### config.mk
export PLATFORM = sky130hd
export DESIGN_NAME = cc_game_event_controller_flat
export DESIGN_NICKNAME = d
export VERILOG_FILES = /design/src/rtl/cc_game_event_controller_pkg.sv /design/src/rtl/cc_game_event_controller_if.sv /design/src/rtl/cc_game_event_controller_edge_detect.sv /design/src/rtl/cc_game_event_controller.sv /design/src/flat_wrapper.sv
export SDC_FILE = /design/constraint.sdc
export NUM_CORES = 1
export LEC_CHECK = 0
export BUFFER_PORTS_ARGS = -buffer_cell sky130_fd_sc_hd__buf_2
export CORE_MARGIN = 2
export CORE_UTILIZATION = 40
export CTS_CLUSTER_SIZE = 12
export DETAILED_ROUTE_END_ITERATION = 10
export GPL_TIMING_DRIVEN = 1
export PLACE_DENSITY = 0.58
export SLEW_MARGIN = 20
export SYNTH_ARGS = -nofsm -noshare
export SYNTH_HDL_FRONTEND = slang
export SYNTH_HIERARCHICAL = 1
export SYNTH_SLANG_ARGS = --single-unit
### constraint.sdc
create_clock -name CC_GAMEEVENT_CLOCK_50 -period 2.3 [get_ports CC_GAMEEVENT_CLOCK_50]
set_input_delay 0.46 -clock CC_GAMEEVENT_CLOCK_50 [delete_from_list [all_inputs] [get_ports CC_GAMEEVENT_CLOCK_50]]
set_output_delay 0.46 -clock CC_GAMEEVENT_CLOCK_50 [all_outputs]
set_load 0.03 [all_outputs]
### src/rtl/cc_game_event_controller_pkg.sv
// cc_game_event_controller_pkg: shared state encoding, default game constants and output widths
package cc_game_event_controller_pkg;

    localparam int LIVES_W = 3;
    localparam int LEVEL_W = 2;
    localparam int NEST_W  = 4;

    localparam int LIVES_INIT_DEF   = 3;
    localparam int LIVES_MAX_DEF    = 7;
    localparam int LEVEL_LAST_DEF   = 3;
    localparam int DEATH_TICKS_DEF  = 8;
    localparam int SHIELD_TICKS_DEF = 32;

    typedef logic [2:0] state_t;

    localparam state_t ST_IDLE     = 3'd0;
    localparam state_t ST_PLAY     = 3'd1;
    localparam state_t ST_DEAD     = 3'd2;
    localparam state_t ST_LEVELUP  = 3'd3;
    localparam state_t ST_GAMEOVER = 3'd4;
    localparam state_t ST_GAMEWON  = 3'd5;

endpackage

### src/rtl/cc_game_event_controller_if.sv
// cc_game_event_controller_if: comparator flags in, game status and command pulses out
//   master : drives start/tick/flags, observes status (comparator + bench side)
//   slave  : the controller itself
interface cc_game_event_controller_if;
    import cc_game_event_controller_pkg::*;

    logic               CC_GAMEEVENT_START_InLow;
    logic               CC_GAMEEVENT_TICK_In;
    logic               CC_GAMEEVENT_LOSE_In;
    logic               CC_GAMEEVENT_WINL_In;
    logic               CC_GAMEEVENT_NEST_In;
    logic               CC_GAMEEVENT_POWERUP_In;
    logic [LIVES_W-1:0] CC_GAMEEVENT_LIVES_Out;
    logic [LEVEL_W-1:0] CC_GAMEEVENT_LEVEL_Out;
    logic [NEST_W-1:0]  CC_GAMEEVENT_NESTCOUNT_Out;
    logic               CC_GAMEEVENT_FROGRESET_Out;
    logic               CC_GAMEEVENT_LEVELLOAD_Out;
    logic               CC_GAMEEVENT_SHIELD_Out;
    logic               CC_GAMEEVENT_PLAYING_Out;
    logic               CC_GAMEEVENT_GAMEOVER_Out;
    logic               CC_GAMEEVENT_GAMEWON_Out;

    modport master (
        output CC_GAMEEVENT_START_InLow, CC_GAMEEVENT_TICK_In, CC_GAMEEVENT_LOSE_In,
               CC_GAMEEVENT_WINL_In, CC_GAMEEVENT_NEST_In, CC_GAMEEVENT_POWERUP_In,
        input  CC_GAMEEVENT_LIVES_Out, CC_GAMEEVENT_LEVEL_Out, CC_GAMEEVENT_NESTCOUNT_Out,
               CC_GAMEEVENT_FROGRESET_Out, CC_GAMEEVENT_LEVELLOAD_Out, CC_GAMEEVENT_SHIELD_Out,
               CC_GAMEEVENT_PLAYING_Out, CC_GAMEEVENT_GAMEOVER_Out, CC_GAMEEVENT_GAMEWON_Out
    );

    modport slave (
        input  CC_GAMEEVENT_START_InLow, CC_GAMEEVENT_TICK_In, CC_GAMEEVENT_LOSE_In,
               CC_GAMEEVENT_WINL_In, CC_GAMEEVENT_NEST_In, CC_GAMEEVENT_POWERUP_In,
        output CC_GAMEEVENT_LIVES_Out, CC_GAMEEVENT_LEVEL_Out, CC_GAMEEVENT_NESTCOUNT_Out,
               CC_GAMEEVENT_FROGRESET_Out, CC_GAMEEVENT_LEVELLOAD_Out, CC_GAMEEVENT_SHIELD_Out,
               CC_GAMEEVENT_PLAYING_Out, CC_GAMEEVENT_GAMEOVER_Out, CC_GAMEEVENT_GAMEWON_Out
    );

endinterface

### src/rtl/cc_game_event_controller_edge_detect.sv
// cc_edge_detect: registers a level flag once and flags its rising edge
//   clk_i, rst_ni : clock, asynchronous active-low reset
//   flag_i        : raw level flag
//   edge_o        : high for one cycle after the flag was first registered high
module cc_edge_detect (
    input  logic clk_i,
    input  logic rst_ni,
    input  logic flag_i,
    output logic edge_o
);

    logic flag_q, prev_q;

    always_ff @(posedge clk_i or negedge rst_ni) begin
        if (!rst_ni) begin
            flag_q <= 1'b0;
            prev_q <= 1'b0;
        end else begin
            flag_q <= flag_i;
            prev_q <= flag_q;
        end
    end

    assign edge_o = flag_q & ~prev_q;

endmodule

### src/rtl/cc_game_event_controller.sv
// cc_game_event_controller: turns comparator flag edges into lives/level/shield state and frog/background commands
//   CC_GAMEEVENT_CLOCK_50    : system clock
//   CC_GAMEEVENT_RESET_InLow : asynchronous active-low reset
//   bus (slave)              : start/tick/flags in; lives, level, nest count, pulses and status out
module cc_game_event_controller
    import cc_game_event_controller_pkg::*;
#(
    parameter int LIVES_INIT   = LIVES_INIT_DEF,
    parameter int LIVES_MAX    = LIVES_MAX_DEF,
    parameter int LEVEL_LAST   = LEVEL_LAST_DEF,
    parameter int DEATH_TICKS  = DEATH_TICKS_DEF,
    parameter int SHIELD_TICKS = SHIELD_TICKS_DEF
) (
    input logic                       CC_GAMEEVENT_CLOCK_50,
    input logic                       CC_GAMEEVENT_RESET_InLow,
    cc_game_event_controller_if.slave bus
);

    localparam int DEATH_W  = $clog2(DEATH_TICKS + 1);
    localparam int SHIELD_W = $clog2(SHIELD_TICKS + 1);

    logic clk, rst_n, start, tick;
    logic [3:0] flag_vec, ev;

    assign clk      = CC_GAMEEVENT_CLOCK_50;
    assign rst_n    = CC_GAMEEVENT_RESET_InLow;
    assign start    = ~bus.CC_GAMEEVENT_START_InLow;
    assign tick     = bus.CC_GAMEEVENT_TICK_In;
    assign flag_vec = {bus.CC_GAMEEVENT_LOSE_In, bus.CC_GAMEEVENT_WINL_In,
                       bus.CC_GAMEEVENT_NEST_In, bus.CC_GAMEEVENT_POWERUP_In};

    for (genvar i = 0; i < 4; i++) begin : g_edge
        cc_edge_detect u_edge (
            .clk_i  (clk),
            .rst_ni (rst_n),
            .flag_i (flag_vec[i]),
            .edge_o (ev[i])
        );
    end

    state_t              state_q, state_d;
    logic [LIVES_W-1:0]  lives_q, lives_d;
    logic [LEVEL_W-1:0]  level_q, level_d;
    logic [NEST_W-1:0]   nest_q, nest_d;
    logic [DEATH_W-1:0]  death_q, death_d;
    logic [SHIELD_W-1:0] shield_q, shield_d;
    logic                frogreset_q, frogreset_d;
    logic                levelload_q, levelload_d;

    always_ff @(posedge clk or negedge rst_n) begin
        if (!rst_n) begin
            state_q     <= ST_IDLE;
            lives_q     <= '0;
            level_q     <= '0;
            nest_q      <= '0;
            death_q     <= '0;
            shield_q    <= '0;
            frogreset_q <= 1'b0;
            levelload_q <= 1'b0;
        end else begin
            state_q     <= state_d;
            lives_q     <= lives_d;
            level_q     <= level_d;
            nest_q      <= nest_d;
            death_q     <= death_d;
            shield_q    <= shield_d;
            frogreset_q <= frogreset_d;
            levelload_q <= levelload_d;
        end
    end

    // ev[3]=lose, ev[2]=winL, ev[1]=nest, ev[0]=powerup; the if-chain in PLAY is the priority order
    always_comb begin
        state_d     = state_q;
        lives_d     = lives_q;
        level_d     = level_q;
        nest_d      = nest_q;
        death_d     = death_q;
        frogreset_d = 1'b0;
        levelload_d = 1'b0;
        // Shield only runs down while actually playing; events below may override it
        shield_d    = (state_q == ST_PLAY && tick && shield_q != '0) ? shield_q - 1'b1 : shield_q;
        case (state_q)
            ST_IDLE: begin
                if (start) begin
                    state_d     = ST_PLAY;
                    lives_d     = LIVES_W'(LIVES_INIT);
                    level_d     = '0;
                    nest_d      = '0;
                    shield_d    = '0;
                    frogreset_d = 1'b1;
                    levelload_d = 1'b1;
                end
            end
            ST_PLAY: begin
                if (ev[3]) begin
                    if (shield_q == '0) begin
                        lives_d = lives_q - 1'b1;
                        death_d = DEATH_W'(DEATH_TICKS);
                        state_d = (lives_q == LIVES_W'(1)) ? ST_GAMEOVER : ST_DEAD;
                    end
                end else if (ev[2]) begin
                    if (level_q == LEVEL_W'(LEVEL_LAST)) begin
                        state_d = ST_GAMEWON;
                    end else begin
                        state_d     = ST_LEVELUP;
                        level_d     = level_q + 1'b1;
                        nest_d      = '0;
                        shield_d    = '0;
                        frogreset_d = 1'b1;
                        levelload_d = 1'b1;
                    end
                end else if (ev[1]) begin
                    nest_d      = (nest_q == '1) ? nest_q : nest_q + 1'b1;
                    frogreset_d = 1'b1;
                end else if (ev[0]) begin
                    lives_d  = (lives_q >= LIVES_W'(LIVES_MAX)) ? lives_q : lives_q + 1'b1;
                    shield_d = SHIELD_W'(SHIELD_TICKS);
                end
            end
            ST_DEAD: begin
                if (tick) begin
                    death_d = (death_q <= DEATH_W'(1)) ? '0 : death_q - 1'b1;
                    if (death_q <= DEATH_W'(1)) begin
                        state_d     = ST_PLAY;
                        frogreset_d = 1'b1;
                    end
                end
            end
            ST_LEVELUP: state_d = ST_PLAY;
            ST_GAMEOVER, ST_GAMEWON: state_d = start ? ST_IDLE : state_q;
            default: state_d = ST_IDLE;
        endcase
    end

    always_comb begin
        bus.CC_GAMEEVENT_LIVES_Out     = lives_q;
        bus.CC_GAMEEVENT_LEVEL_Out     = level_q;
        bus.CC_GAMEEVENT_NESTCOUNT_Out = nest_q;
        bus.CC_GAMEEVENT_FROGRESET_Out = frogreset_q;
        bus.CC_GAMEEVENT_LEVELLOAD_Out = levelload_q;
        bus.CC_GAMEEVENT_SHIELD_Out    = shield_q != '0;
        bus.CC_GAMEEVENT_PLAYING_Out   = state_q == ST_PLAY;
        bus.CC_GAMEEVENT_GAMEOVER_Out  = state_q == ST_GAMEOVER;
        bus.CC_GAMEEVENT_GAMEWON_Out   = state_q == ST_GAMEWON;
    end

endmodule

### src/flat_wrapper.sv
// flat-port wrapper written by rule: the top's interface ports become plain ports
module cc_game_event_controller_flat import cc_game_event_controller_pkg::*;
#(
    parameter int LIVES_INIT   = LIVES_INIT_DEF,
    parameter int LIVES_MAX    = LIVES_MAX_DEF,
    parameter int LEVEL_LAST   = LEVEL_LAST_DEF,
    parameter int DEATH_TICKS  = DEATH_TICKS_DEF,
    parameter int SHIELD_TICKS = SHIELD_TICKS_DEF
)
  (CC_GAMEEVENT_CLOCK_50, CC_GAMEEVENT_RESET_InLow, bus_CC_GAMEEVENT_START_InLow, bus_CC_GAMEEVENT_TICK_In, bus_CC_GAMEEVENT_LOSE_In, bus_CC_GAMEEVENT_WINL_In, bus_CC_GAMEEVENT_NEST_In, bus_CC_GAMEEVENT_POWERUP_In, bus_CC_GAMEEVENT_LIVES_Out, bus_CC_GAMEEVENT_LEVEL_Out, bus_CC_GAMEEVENT_NESTCOUNT_Out, bus_CC_GAMEEVENT_FROGRESET_Out, bus_CC_GAMEEVENT_LEVELLOAD_Out, bus_CC_GAMEEVENT_SHIELD_Out, bus_CC_GAMEEVENT_PLAYING_Out, bus_CC_GAMEEVENT_GAMEOVER_Out, bus_CC_GAMEEVENT_GAMEWON_Out);
  cc_game_event_controller_if bus_i ();
  input logic CC_GAMEEVENT_CLOCK_50;
  input logic CC_GAMEEVENT_RESET_InLow;
  input wire logic [$bits(bus_i.CC_GAMEEVENT_START_InLow)-1:0] bus_CC_GAMEEVENT_START_InLow;
  input wire logic [$bits(bus_i.CC_GAMEEVENT_TICK_In)-1:0] bus_CC_GAMEEVENT_TICK_In;
  input wire logic [$bits(bus_i.CC_GAMEEVENT_LOSE_In)-1:0] bus_CC_GAMEEVENT_LOSE_In;
  input wire logic [$bits(bus_i.CC_GAMEEVENT_WINL_In)-1:0] bus_CC_GAMEEVENT_WINL_In;
  input wire logic [$bits(bus_i.CC_GAMEEVENT_NEST_In)-1:0] bus_CC_GAMEEVENT_NEST_In;
  input wire logic [$bits(bus_i.CC_GAMEEVENT_POWERUP_In)-1:0] bus_CC_GAMEEVENT_POWERUP_In;
  output wire logic [$bits(bus_i.CC_GAMEEVENT_LIVES_Out)-1:0] bus_CC_GAMEEVENT_LIVES_Out;
  output wire logic [$bits(bus_i.CC_GAMEEVENT_LEVEL_Out)-1:0] bus_CC_GAMEEVENT_LEVEL_Out;
  output wire logic [$bits(bus_i.CC_GAMEEVENT_NESTCOUNT_Out)-1:0] bus_CC_GAMEEVENT_NESTCOUNT_Out;
  output wire logic [$bits(bus_i.CC_GAMEEVENT_FROGRESET_Out)-1:0] bus_CC_GAMEEVENT_FROGRESET_Out;
  output wire logic [$bits(bus_i.CC_GAMEEVENT_LEVELLOAD_Out)-1:0] bus_CC_GAMEEVENT_LEVELLOAD_Out;
  output wire logic [$bits(bus_i.CC_GAMEEVENT_SHIELD_Out)-1:0] bus_CC_GAMEEVENT_SHIELD_Out;
  output wire logic [$bits(bus_i.CC_GAMEEVENT_PLAYING_Out)-1:0] bus_CC_GAMEEVENT_PLAYING_Out;
  output wire logic [$bits(bus_i.CC_GAMEEVENT_GAMEOVER_Out)-1:0] bus_CC_GAMEEVENT_GAMEOVER_Out;
  output wire logic [$bits(bus_i.CC_GAMEEVENT_GAMEWON_Out)-1:0] bus_CC_GAMEEVENT_GAMEWON_Out;
  assign bus_i.CC_GAMEEVENT_START_InLow = bus_CC_GAMEEVENT_START_InLow;
  assign bus_i.CC_GAMEEVENT_TICK_In = bus_CC_GAMEEVENT_TICK_In;
  assign bus_i.CC_GAMEEVENT_LOSE_In = bus_CC_GAMEEVENT_LOSE_In;
  assign bus_i.CC_GAMEEVENT_WINL_In = bus_CC_GAMEEVENT_WINL_In;
  assign bus_i.CC_GAMEEVENT_NEST_In = bus_CC_GAMEEVENT_NEST_In;
  assign bus_i.CC_GAMEEVENT_POWERUP_In = bus_CC_GAMEEVENT_POWERUP_In;
  assign bus_CC_GAMEEVENT_LIVES_Out = bus_i.CC_GAMEEVENT_LIVES_Out;
  assign bus_CC_GAMEEVENT_LEVEL_Out = bus_i.CC_GAMEEVENT_LEVEL_Out;
  assign bus_CC_GAMEEVENT_NESTCOUNT_Out = bus_i.CC_GAMEEVENT_NESTCOUNT_Out;
  assign bus_CC_GAMEEVENT_FROGRESET_Out = bus_i.CC_GAMEEVENT_FROGRESET_Out;
  assign bus_CC_GAMEEVENT_LEVELLOAD_Out = bus_i.CC_GAMEEVENT_LEVELLOAD_Out;
  assign bus_CC_GAMEEVENT_SHIELD_Out = bus_i.CC_GAMEEVENT_SHIELD_Out;
  assign bus_CC_GAMEEVENT_PLAYING_Out = bus_i.CC_GAMEEVENT_PLAYING_Out;
  assign bus_CC_GAMEEVENT_GAMEOVER_Out = bus_i.CC_GAMEEVENT_GAMEOVER_Out;
  assign bus_CC_GAMEEVENT_GAMEWON_Out = bus_i.CC_GAMEEVENT_GAMEWON_Out;
  cc_game_event_controller #(.LIVES_INIT(LIVES_INIT), .LIVES_MAX(LIVES_MAX), .LEVEL_LAST(LEVEL_LAST), .DEATH_TICKS(DEATH_TICKS), .SHIELD_TICKS(SHIELD_TICKS)) u_core (.CC_GAMEEVENT_CLOCK_50(CC_GAMEEVENT_CLOCK_50), .CC_GAMEEVENT_RESET_InLow(CC_GAMEEVENT_RESET_InLow), .bus(bus_i));
endmodule
==> impl_results.md, run 1 <==
* Max-Slew Margin vs Limit at 0.473
* Status: finished, final reports clean
* Final core occ at 0.480
* TritonCTS buffer count at 5
* Drt via density at roughly 5.6
* Worst IR drop on VDD at between 600 and 700 uV
* CP Capture Type: output port
* CTS tree: yes
* Die width at approximately 72 um
* Final Instance Area at between 2000 and 2500 sq um
* Synthesized net count at 200
* Syn avg cell area at between 10 and 15 sq um
* Initial antenna violation count at 0
* Largest net degree at the start of global routing at 33
* Largest family of logic cells by synthesized area: simple AND/OR/NAND/NOR gates
* Worst path slowest cell: or3b_4
* Sequential-to-total area share from yosys stat at 0.432
* Max_cap viols at 0
* Placed cell areas at about 2000 sq um
* F_max at roughly 0.47 GHz
* RSZ-0062 raised after global routing: no
* # diodes at 0
* Die Height at between 70 and 80 um
* Hold buffers post-CTS at 0
* Area Growth Syn to Fin at 14.2%
* Post-Synthesis Cell Area at ~1900 sq um
* Yosys reg bits at 32
* WP buf/inv at 2
* Commonest cells after routing, fill and taps aside: dfrtp_1 (32), buf_2 (22), nor2_1 (18)
* Routed wire length at 3.79 mm
* CP Class: register to output port
* Clk_lat worst skew at 0.28 ns
* Post-route setup TNS at 0 ns
* First-pass GRT wire length at ~6.6 mm
* Root Buffer: clkbuf_8
* CP top delay family: buffers and inverters
* Ys async rst share at 1.00
* Yosys cell types at 49
* Synth Area in XOR/XNOR at 0.0331
* Cells along the critical path: or3b_4 > clkinv_1 > buf_2
* Vias in the first global route at between 1000 and 1500
* Post-layout nets at 226
* Global route overflow at 0
* Slew @ Worst Pin at a little under 0.8 ns
* CP Max Fanout at 13
* Layout cell share with drive strength beyond 1 at 0.229
* GRT Total Usage at 0.167
* Pwr Density at roughly 1400 nW/um^2
* Final hold vios at 0
* WL/cell at 14.5 um
* Adder-Cell Fraction of Synth Area at 0.0607
* Cts repair resizes at 0
* Worst path required time at 1.84 ns
* H-tree levels at 2
* CP max stage delay at 0.39 ns
* Mux contribution to synthesized area at 0.0189
* Dpl hpwl at about 2.7 mm
* Fin crit period at around 2.1 ns
* I/O Pins at 23
* Routed Antenna Nets at 0
* Post-synth EDFFs at 0
* Min-delay worst type: input pin to async pin
* Via count at 1469
* Lkg Pwr at around 0.97 nW
* Arr. time, crit path at about 1.7 ns
* Ys Warns at 6
* Mapped Cells at ~180
* Clock sinks at 32
* Max Root-Sink Buffers at 2
* DIE AREA at roughly 5200 sq um
* Drt first pass iters at 4
* Period utilisation layout at 0.917
* Most used DFF post-synth: dfrtp_1
* Worst clock skew at about 0.0047 ns
* PnR worst setup slack at between 0.15 and 0.2 ns
* Pre-CTS setup slack at between 0.3 and 0.4 ns
* Post-Synth Simple-Gate Area at 0.227
* Final setup fails at 0
* CTS clk-pin slew, worst paths at 0.07 ns
* Slew Viols, Final at 0
* Detailed-route DRC error count at 0
* Initial DRC Count at between 100 and 150
* Commonest non-fill, non-tap cell in the layout: dfrtp_1
* Initial Util at 0.420
* PortBufs at 22
* Core area at 4410 sq um
* Last weighted congestion value of the routability-driven placer at 0.836
* Worst setup SP type: register
* Number of cell rows at 24
* Post-CTS Setup Bufs at 0
* Synth Area in Compound Gates at 0.179
-- synth_stat cells, types with 3 or more instances --
cell | n | area share
dfrtp_1 | 32 | 0.43
nor2_1 | 18 | 0.036
inv_1 | 12 | 0.024
nand3_1 | 10 | 0.027
o21ai_0 | 10 | 0.027
ha_1 | 9 | 0.061
nand2_1 | 9 | 0.018
a21oi_1 | 8 | 0.022
nor2b_1 | 5 | 0.017
nor2b_4 | 4 | 0.030
nor3_1 | 4 | 0.011
xor2_1 | 4 | 0.019
buf_2 | 3 | 0.0081
nand3b_1 | 3 | 0.012
nand4_1 | 3 | 0.010
nor3b_1 | 3 | 0.012
o21a_1 | 3 | 0.012
xnor2_1 | 3 | 0.014
-- layer usage --
metal,up-vias,part of all wire,track usage
met1,709,0.45,0.210
met4,0,0.017,0.0608
met3,8,0.052,0.0667
met2,50,0.48,0.261
li1,702,-,-
met5,-,0,0
-- path summary, 6_finish.rpt --
kind,from,endpoint,slack (ns),depth (start not counted)
worst max-delay path,u_core/state_q[0],bus_CC_GAMEEVENT_PLAYING_Out,0.19,3
worst min-delay path,CC_GAMEEVENT_RESET_InLow,u_core/bus.CC_GAMEEVENT_NESTCOUNT_Out[0],0.23,1
worst max register to register,u_core/bus.CC_GAMEEVENT_LIVES_Out[0],u_core/bus.CC_GAMEEVENT_LIVES_Out[1],0.30,7
worst min register to register,u_core/g_edge[2].u_edge/flag_q,u_core/g_edge[2].u_edge/prev_q,0.39,0
max in group asynchronous,CC_GAMEEVENT_RESET_InLow,u_core/shield_q[2],1.62,1
min in group CC_GAMEEVENT_CLOCK_50,bus_CC_GAMEEVENT_WINL_In,u_core/g_edge[2].u_edge/flag_q,0.28,1
-- where the power goes --
group	switching [mW]	internal, mW	leakage, nW
sequential	0.160	0.742	0.396
combinational	1.02	0.599	0.523
clock	0.202	0.321	0.0552
total	1.38	1.66	0.974
-- registers in the layout (all words and copies together) (netlist names) --
name and count:
u_core/bus.CC_GAMEEVENT_LEVEL_Out 2, u_core/bus.CC_GAMEEVENT_FROGRESET_Out 1, u_core/g_edge.u_edge/flag_q 4, u_core/bus.CC_GAMEEVENT_LIVES_Out 3, u_core/g_edge.u_edge/prev_q 4, u_core/bus.CC_GAMEEVENT_NESTCOUNT_Out 4
u_core/state_q 3, u_core/bus.CC_GAMEEVENT_LEVELLOAD_Out 1, u_core/shield_q 6, u_core/death_q 4
-- per-stage QoR --
step / total power [mW] / hold slack (ns) / instances
after CTS: 3.06 / 0.254 / 262
after detailed placement: 2.52 / 0.371 / 254
after global placement: 2.46 / 0.365 / 254
after global routing: 3.29 / 0.258 / 262
final: 3.04 / 0.227 / 262
after floorplan: 2.17 / 0.164 / 183
-- logic make-up after synthesis --
family / count (synthesis)
simple gates: 71
mux: 3
buf+inv: 19
fa+ha+maj: 9
xor+xnor: 7
compound gates: 42
flops: 32
-- worst register-to-register path, stage by stage, from the launching register on --
cell and delay, ns:
dfrtp_1 0.44, ha_1 0.23, ha_1 0.19, a311oi_1 0.23
nand2_1 0.10, a31oi_1 0.47, o21ai_0 0.16, o21ai_0 0.11
-- cell type report --
type,count,area [sq um]
repair buffers,25,133
clock inverters,2,35.0
inverters,13,48.8
clock buffers,6,72.6
fillers,427,2300
multi-input cells,132,963
flip-flops and latches,32,801
well taps,52,65.1
No activity file was read; power rests on OpenSTA's default activity.
==> run 2, diff against run 1 <==
==> constraint.sdc (replaced) <==
create_clock -name CC_GAMEEVENT_CLOCK_50 -period 2.3 [get_ports CC_GAMEEVENT_CLOCK_50]
set_input_delay 0.575 -clock CC_GAMEEVENT_CLOCK_50 [delete_from_list [all_inputs] [get_ports CC_GAMEEVENT_CLOCK_50]]
set_output_delay 0.575 -clock CC_GAMEEVENT_CLOCK_50 [all_outputs]
set_load 0.03 [all_outputs]
==> impl_results.md, run 2 (synthesized netlist as in run 1, its figures left out) <==
* Initial DRC Count at 109 (was 117)
* CTS tree: yes (unchanged)
* Commonest cells after routing, fill and taps aside: dfrtp_1 (32), buf_2 (22), nor2_1 (18) (unchanged)
* Max Root-Sink Buffers at 2 (unchanged)
* Number of cell rows at 24 (unchanged)
* Worst clock skew at 0.00439 ns (was 0.00475 ns)
* CP top delay family: simple AND/OR/NAND/NOR gates (was buffers and inverters)
* Final setup fails at 0 (unchanged)
* Critical path origin: u_core/state_q[2] (was u_core/state_q[0])
* TritonCTS buffer count at 5 (unchanged)
* Part of the power in registers at 0.306 (was 0.296)
* Combinational cell fraction of total power at 0.545 (was 0.532)
* CP endpoint: bus_CC_GAMEEVENT_PLAYING_Out (unchanged)
* H-tree levels at 2 (unchanged)
* Die width at 72.1 um (unchanged)
* RR Endpoint: u_core/bus.CC_GAMEEVENT_LIVES_Out[2] (was u_core/bus.CC_GAMEEVENT_LIVES_Out[1])
* CP Depth at 3 (unchanged)
* Period utilisation layout at 0.961 (was 0.917)
* CP Max Fanout at 13 (unchanged)
* Final Instance Area at 2110 sq um (was 2120 sq um)
* PnR worst setup slack at 0.0896 ns (was 0.190 ns)
* CP Capture Type: output port (unchanged)
* Drt first pass iters at 5 (was 4)
* Root Buffer: clkbuf_8 (unchanged)
* Hold buffers post-CTS at 0 (unchanged)
* Switching share of power at 0.463 (was 0.454)
* F_max at 0.452 GHz (was 0.474 GHz)
* Pwr Density at 1410 nW/um^2 (was 1440 nW/um^2)
* Vias in the first global route at 1364 (was 1445)
* Status: finished, final reports clean (unchanged)
* WL/cell at 14.5 um (about the same)
* Internal power at 1.60 mW (was 1.66 mW)
* Commonest non-fill, non-tap cell in the layout: dfrtp_1 (unchanged)
* Post-layout nets at 226 (unchanged)
* # diodes at 0 (unchanged)
* Pre-CTS setup slack at 0.273 ns (was 0.376 ns)
* Placed cell areas at 2010 sq um (unchanged)
* Initial antenna violation count at 0 (unchanged)
* GRT Total Usage at 0.163 (was 0.167)
* WHS at 0.338 ns (was 0.227 ns)
* Cts repair resizes at 0 (unchanged)
* Worst R2R Path Depth at 7 (unchanged)
* Final hold vios at 0 (unchanged)
* Layout cell share with drive strength beyond 1 at 0.229 (unchanged)
* DIE AREA at 5200 sq um (unchanged)
* Max_cap viols at 0 (unchanged)
* CTS clk-pin slew, worst paths at 0.06 ns (was 0.07 ns)
* Area Growth Syn to Fin at 13.6% (was 14.2%)
* Post-CTS Setup Bufs at 0 (unchanged)
* I/O Pins at 23 (unchanged)
* CP max stage delay at 0.55 ns (was 0.39 ns)
* Clock power share at 0.149 (was 0.172)
* Clock sinks at 32 (unchanged)
* Max-Slew Margin vs Limit at 0.498 (was 0.473)
* Global route overflow at 0 (unchanged)
* Largest Register: u_core/shield_q (unchanged)
* Final core occ at 0.477 (was 0.480)
* Psw at 1.38 mW (about the same)
* Die Height at 72.1 um (unchanged)
* Min-delay worst type: input pin to async pin (unchanged)
* Max reg flops at 6 (unchanged)
* Largest net degree at the start of global routing at 33 (unchanged)
* Fin crit period at 2.21 ns (was 2.11 ns)
* RSZ-0062 raised after global routing: no (unchanged)
* Initial Util at 0.420 (unchanged)
* Final std cells w/o fill at 262 (unchanged)
* Setup slack, reg-to-reg at 0.36 ns (was 0.30 ns)
* Placed instance count at 254 (unchanged)
* PortBufs at 22 (unchanged)
* Cells along the critical path: or3b_4 > clkinv_1 > buf_2 (unchanged)
* Design Power at 2.98 mW (was 3.04 mW)
* Worst path required time at 1.73 ns (was 1.84 ns)
* Worst IR drop on VDD at 788 uV (was 661 uV)
* Post-route setup TNS at 0 ns (unchanged)
* Slew @ Worst Pin at 0.745 ns (was 0.782 ns)
* Last weighted congestion value of the routability-driven placer at 0.788 (was 0.836)
* Clk_lat worst skew at 0.28 ns (about the same)
* CP Class: register to output port (unchanged)
* Routed wire length at 3.81 mm (was 3.79 mm)
* Worst setup SP type: register (unchanged)
* Slew Viols, Final at 0 (unchanged)
* Lkg Pwr at 0.964 nW (was 0.974 nW)
* Drt via density at 5.46 (was 5.61)
* Core area at 4410 sq um (unchanged)
* Worst path slowest cell: or3b_4 (unchanged)
* Via count at 1431 (was 1469)
* Worst R2R Start: u_core/bus.CC_GAMEEVENT_LIVES_Out[0] (unchanged)
* Routed Antenna Nets at 0 (unchanged)
* Dpl hpwl at 2.74 mm (was 2.71 mm)
* Detailed-route DRC error count at 0 (unchanged)
* Arr. time, crit path at 1.64 ns (was 1.65 ns)
* WP buf/inv at 2 (unchanged)
* First-pass GRT wire length at 6.48 mm (was 6.64 mm)
==> run 2: how the worst min path moves through the flow <==
stage	slack (ns)	start	end
after CTS	0.36	CC_GAMEEVENT_RESET_InLow	u_core/bus.CC_GAMEEVENT_FROGRESET_Out
after global routing	0.38	bus_CC_GAMEEVENT_NEST_In	u_core/g_edge[1].u_edge/flag_q
after global placement	0.37	u_core/g_edge[2].u_edge/flag_q	u_core/g_edge[2].u_edge/prev_q
after detailed placement	0.37	u_core/g_edge[2].u_edge/flag_q	u_core/g_edge[2].u_edge/prev_q
after floorplan	0.28	CC_GAMEEVENT_RESET_InLow	u_core/bus.CC_GAMEEVENT_FROGRESET_Out
final	0.34	CC_GAMEEVENT_RESET_InLow	u_core/state_q[1]
==> run 2: final cells by class <==
type                            instances  area [sq um]
Inverter                               13          48.8
Sequential cell                        32           801
Tap cell                               52          65.1
Multi-Input combinational cell        132           970
Timing Repair Buffer                   25           133
Fill cell                             439          2310
Clock buffer                            8          90.1
==> run 2: power groups by stage <==
stage	clock, mW	sequential (mW)	combinational [mW]
5_1_grt	0.485	0.936	1.78
4_1_cts	0.460	0.913	1.62
2_1_floorplan	0	1.05	1.11
3_5_place_dp	0	0.922	1.61
6_report	0.444	0.913	1.62
3_3_place_gp	0	0.904	1.57
==> run 2: routing by layer <==
layer / vias to the layer above / GRT usage / share of wire / wire, um
li1: 696 / - / - / -
met1: 686 / 0.209 / 0.47 / 1800
met2: 38 / 0.255 / 0.45 / 1690
met4: 0 / 0.0776 / 0.027 / 101
met5: - / 0 / 0 / 0
met3: 11 / 0.0444 / 0.054 / 206
==> run 3, diff against run 2 <==
- CORE_MARGIN: 2 -> not set
- MAX_ROUTING_LAYER: not set -> met4
==> impl_results.md, run 3 (synthesized netlist as in run 1, its figures left out) <==
* Status: finished, final reports clean (unchanged)
* Die width at 70.1 um (was 72.1 um)
* Post-layout nets at 226 (unchanged)
* Lkg Pwr at 0.972 nW (was 0.964 nW)
* Drt via density at 5.60 (was 5.46)
* Initial Util at 0.420 (unchanged)
* Worst IR drop on VDD at 664 uV (was 788 uV)
* CP Max Fanout at 13 (unchanged)
* Via count at 1466 (was 1431)
* Clk_lat worst skew at 0.29 ns (was 0.28 ns)
* F_max at 0.456 GHz (was 0.452 GHz)
* Clock sinks at 32 (unchanged)
* Max-Slew Margin vs Limit at 0.508 (was 0.498)
* Slew @ Worst Pin at 0.738 ns (was 0.745 ns)
* Routed Antenna Nets at 0 (unchanged)
* Fin crit period at 2.19 ns (was 2.21 ns)
* Commonest non-fill, non-tap cell in the layout: dfrtp_1 (unchanged)
* Initial DRC Count at 97 (was 109)
* Dpl hpwl at 2.77 mm (was 2.74 mm)
* WL/cell at 15.0 um (was 14.5 um)
* Root Buffer: clkbuf_8 (unchanged)
* Area Growth Syn to Fin at 14.8% (was 13.6%)
* Final setup fails at 0 (unchanged)
* Max_cap viols at 0 (unchanged)
* Final hold vios at 0 (unchanged)
* GRT Total Usage at 0.183 (was 0.163)
* Worst setup SP type: register (unchanged)
* Drt first pass iters at 4 (was 5)
* Max reg flops at 6 (unchanged)
* RSZ-0062 raised after global routing: no (unchanged)
* WHS at 0.349 ns (was 0.338 ns)
* Initial antenna violation count at 0 (unchanged)
* CP Capture Type: output port (unchanged)
* Core area at 4410 sq um (unchanged)
* H-tree levels at 2 (unchanged)
* Number of cell rows at 24 (unchanged)
* PortBufs at 22 (unchanged)
* Min-delay worst type: input pin to async pin (unchanged)
* Commonest cells after routing, fill and taps aside: dfrtp_1 (32), buf_2 (22), nor2_1 (18) (unchanged)
* Routed wire length at 3.93 mm (was 3.81 mm)
* # diodes at 0 (unchanged)
* Global route overflow at 0 (unchanged)
* Design Power at 3.09 mW (was 2.98 mW)
* Worst clock skew at 0.00169 ns (was 0.00439 ns)
* CTS clk-pin slew, worst paths at 0.07 ns (was 0.06 ns)
* Post-CTS Setup Bufs at 0 (unchanged)
* Largest Register: u_core/shield_q (unchanged)
* Die Height at 70.1 um (was 72.1 um)
* Detailed-route DRC error count at 0 (unchanged)
* Last weighted congestion value of the routability-driven placer at 0.844 (was 0.788)
* Max Root-Sink Buffers at 2 (unchanged)
* Largest net degree at the start of global routing at 33 (unchanged)
* Pwr Density at 1450 nW/um^2 (was 1410 nW/um^2)
* Vias in the first global route at 1363 (was 1364)
* Arr. time, crit path at 1.62 ns (was 1.64 ns)
* Layout cell share with drive strength beyond 1 at 0.238 (was 0.229)
* Post-route setup TNS at 0 ns (unchanged)
* First-pass GRT wire length at 6.60 mm (was 6.48 mm)
* Worst path required time at 1.73 ns (about the same)
* CP Class: register to output port (unchanged)
* Hold buffers post-CTS at 0 (unchanged)
* DIE AREA at 4910 sq um (was 5200 sq um)
* CTS tree: yes (unchanged)
* I/O Pins at 23 (unchanged)
* TritonCTS buffer count at 5 (unchanged)
* Fillers at 446 (was 439)
* Slew Viols, Final at 0 (unchanged)
* Period utilisation layout at 0.953 (was 0.961)
## run 3: worst max-delay path, stage by stage, from the launching register on
cell	delay, ns
dfrtp_1	0.50
or3b_4	0.55
clkinv_1	0.09
buf_2	0.19
## run 3: final timing paths
check,from,slack (ns),to,cells past startpoint
min reg2reg,u_core/g_edge[0].u_edge/flag_q,0.38,u_core/g_edge[0].u_edge/prev_q,0
min in group CC_GAMEEVENT_CLOCK_50,u_core/g_edge[0].u_edge/flag_q,0.38,u_core/g_edge[0].u_edge/prev_q,0
max in group asynchronous,CC_GAMEEVENT_RESET_InLow,1.49,u_core/shield_q[0],1
min,CC_GAMEEVENT_RESET_InLow,0.35,u_core/state_q[0],1
max reg2reg,u_core/bus.CC_GAMEEVENT_LIVES_Out[0],0.36,u_core/bus.CC_GAMEEVENT_LIVES_Out[2],7
max,u_core/state_q[2],0.11,bus_CC_GAMEEVENT_PLAYING_Out,3
## run 3: cell type report
class	count	area (sq um)	area share
well taps	52	65.1	0.0306
inverters	13	48.8	0.0229
multi-input cells	132	970	0.456
clock buffers	5	68.8	0.0323
clock inverters	3	42.5	0.0200
repair buffers	25	133	0.0623
flip-flops and latches	32	801	0.376
## run 3: per-layer routing
metal	up-vias	global-route usage	wire length [um]
met5	-	-	0
met4	0	0.0800	82
met3	9	0.0476	201
met2	48	0.265	1790
met1	713	0.242	1850
li1	696	-	-
## run 3: stage by stage
stage          cells   util  setup WS, ns  cell area (sq um)
6_report         262  0.482         0.108               2130
3_5_place_dp     254  0.455         0.268               2010
2_1_floorplan    183      -         0.341               1850
4_1_cts          262  0.481         0.103               2120
3_3_place_gp     254  0.455         0.345               2010
5_1_grt          262  0.482        0.0467               2130
## run 3: repair_timing
action                                  CTS  global route
endpoints found under the setup margin    0             1
gates resized for setup                   0             1
hold endpoints to repair                  0             0
## run 3: where the power goes
| group | total, mW | leakage (nW) | internal, mW | switching [mW] |
|---|---|---|---|---|
| Combinational | 1.64 | 0.522 | 0.617 | 1.02 |
| Clock | 0.536 | 0.0541 | 0.320 | 0.216 |
| Sequential | 0.910 | 0.396 | 0.741 | 0.169 |
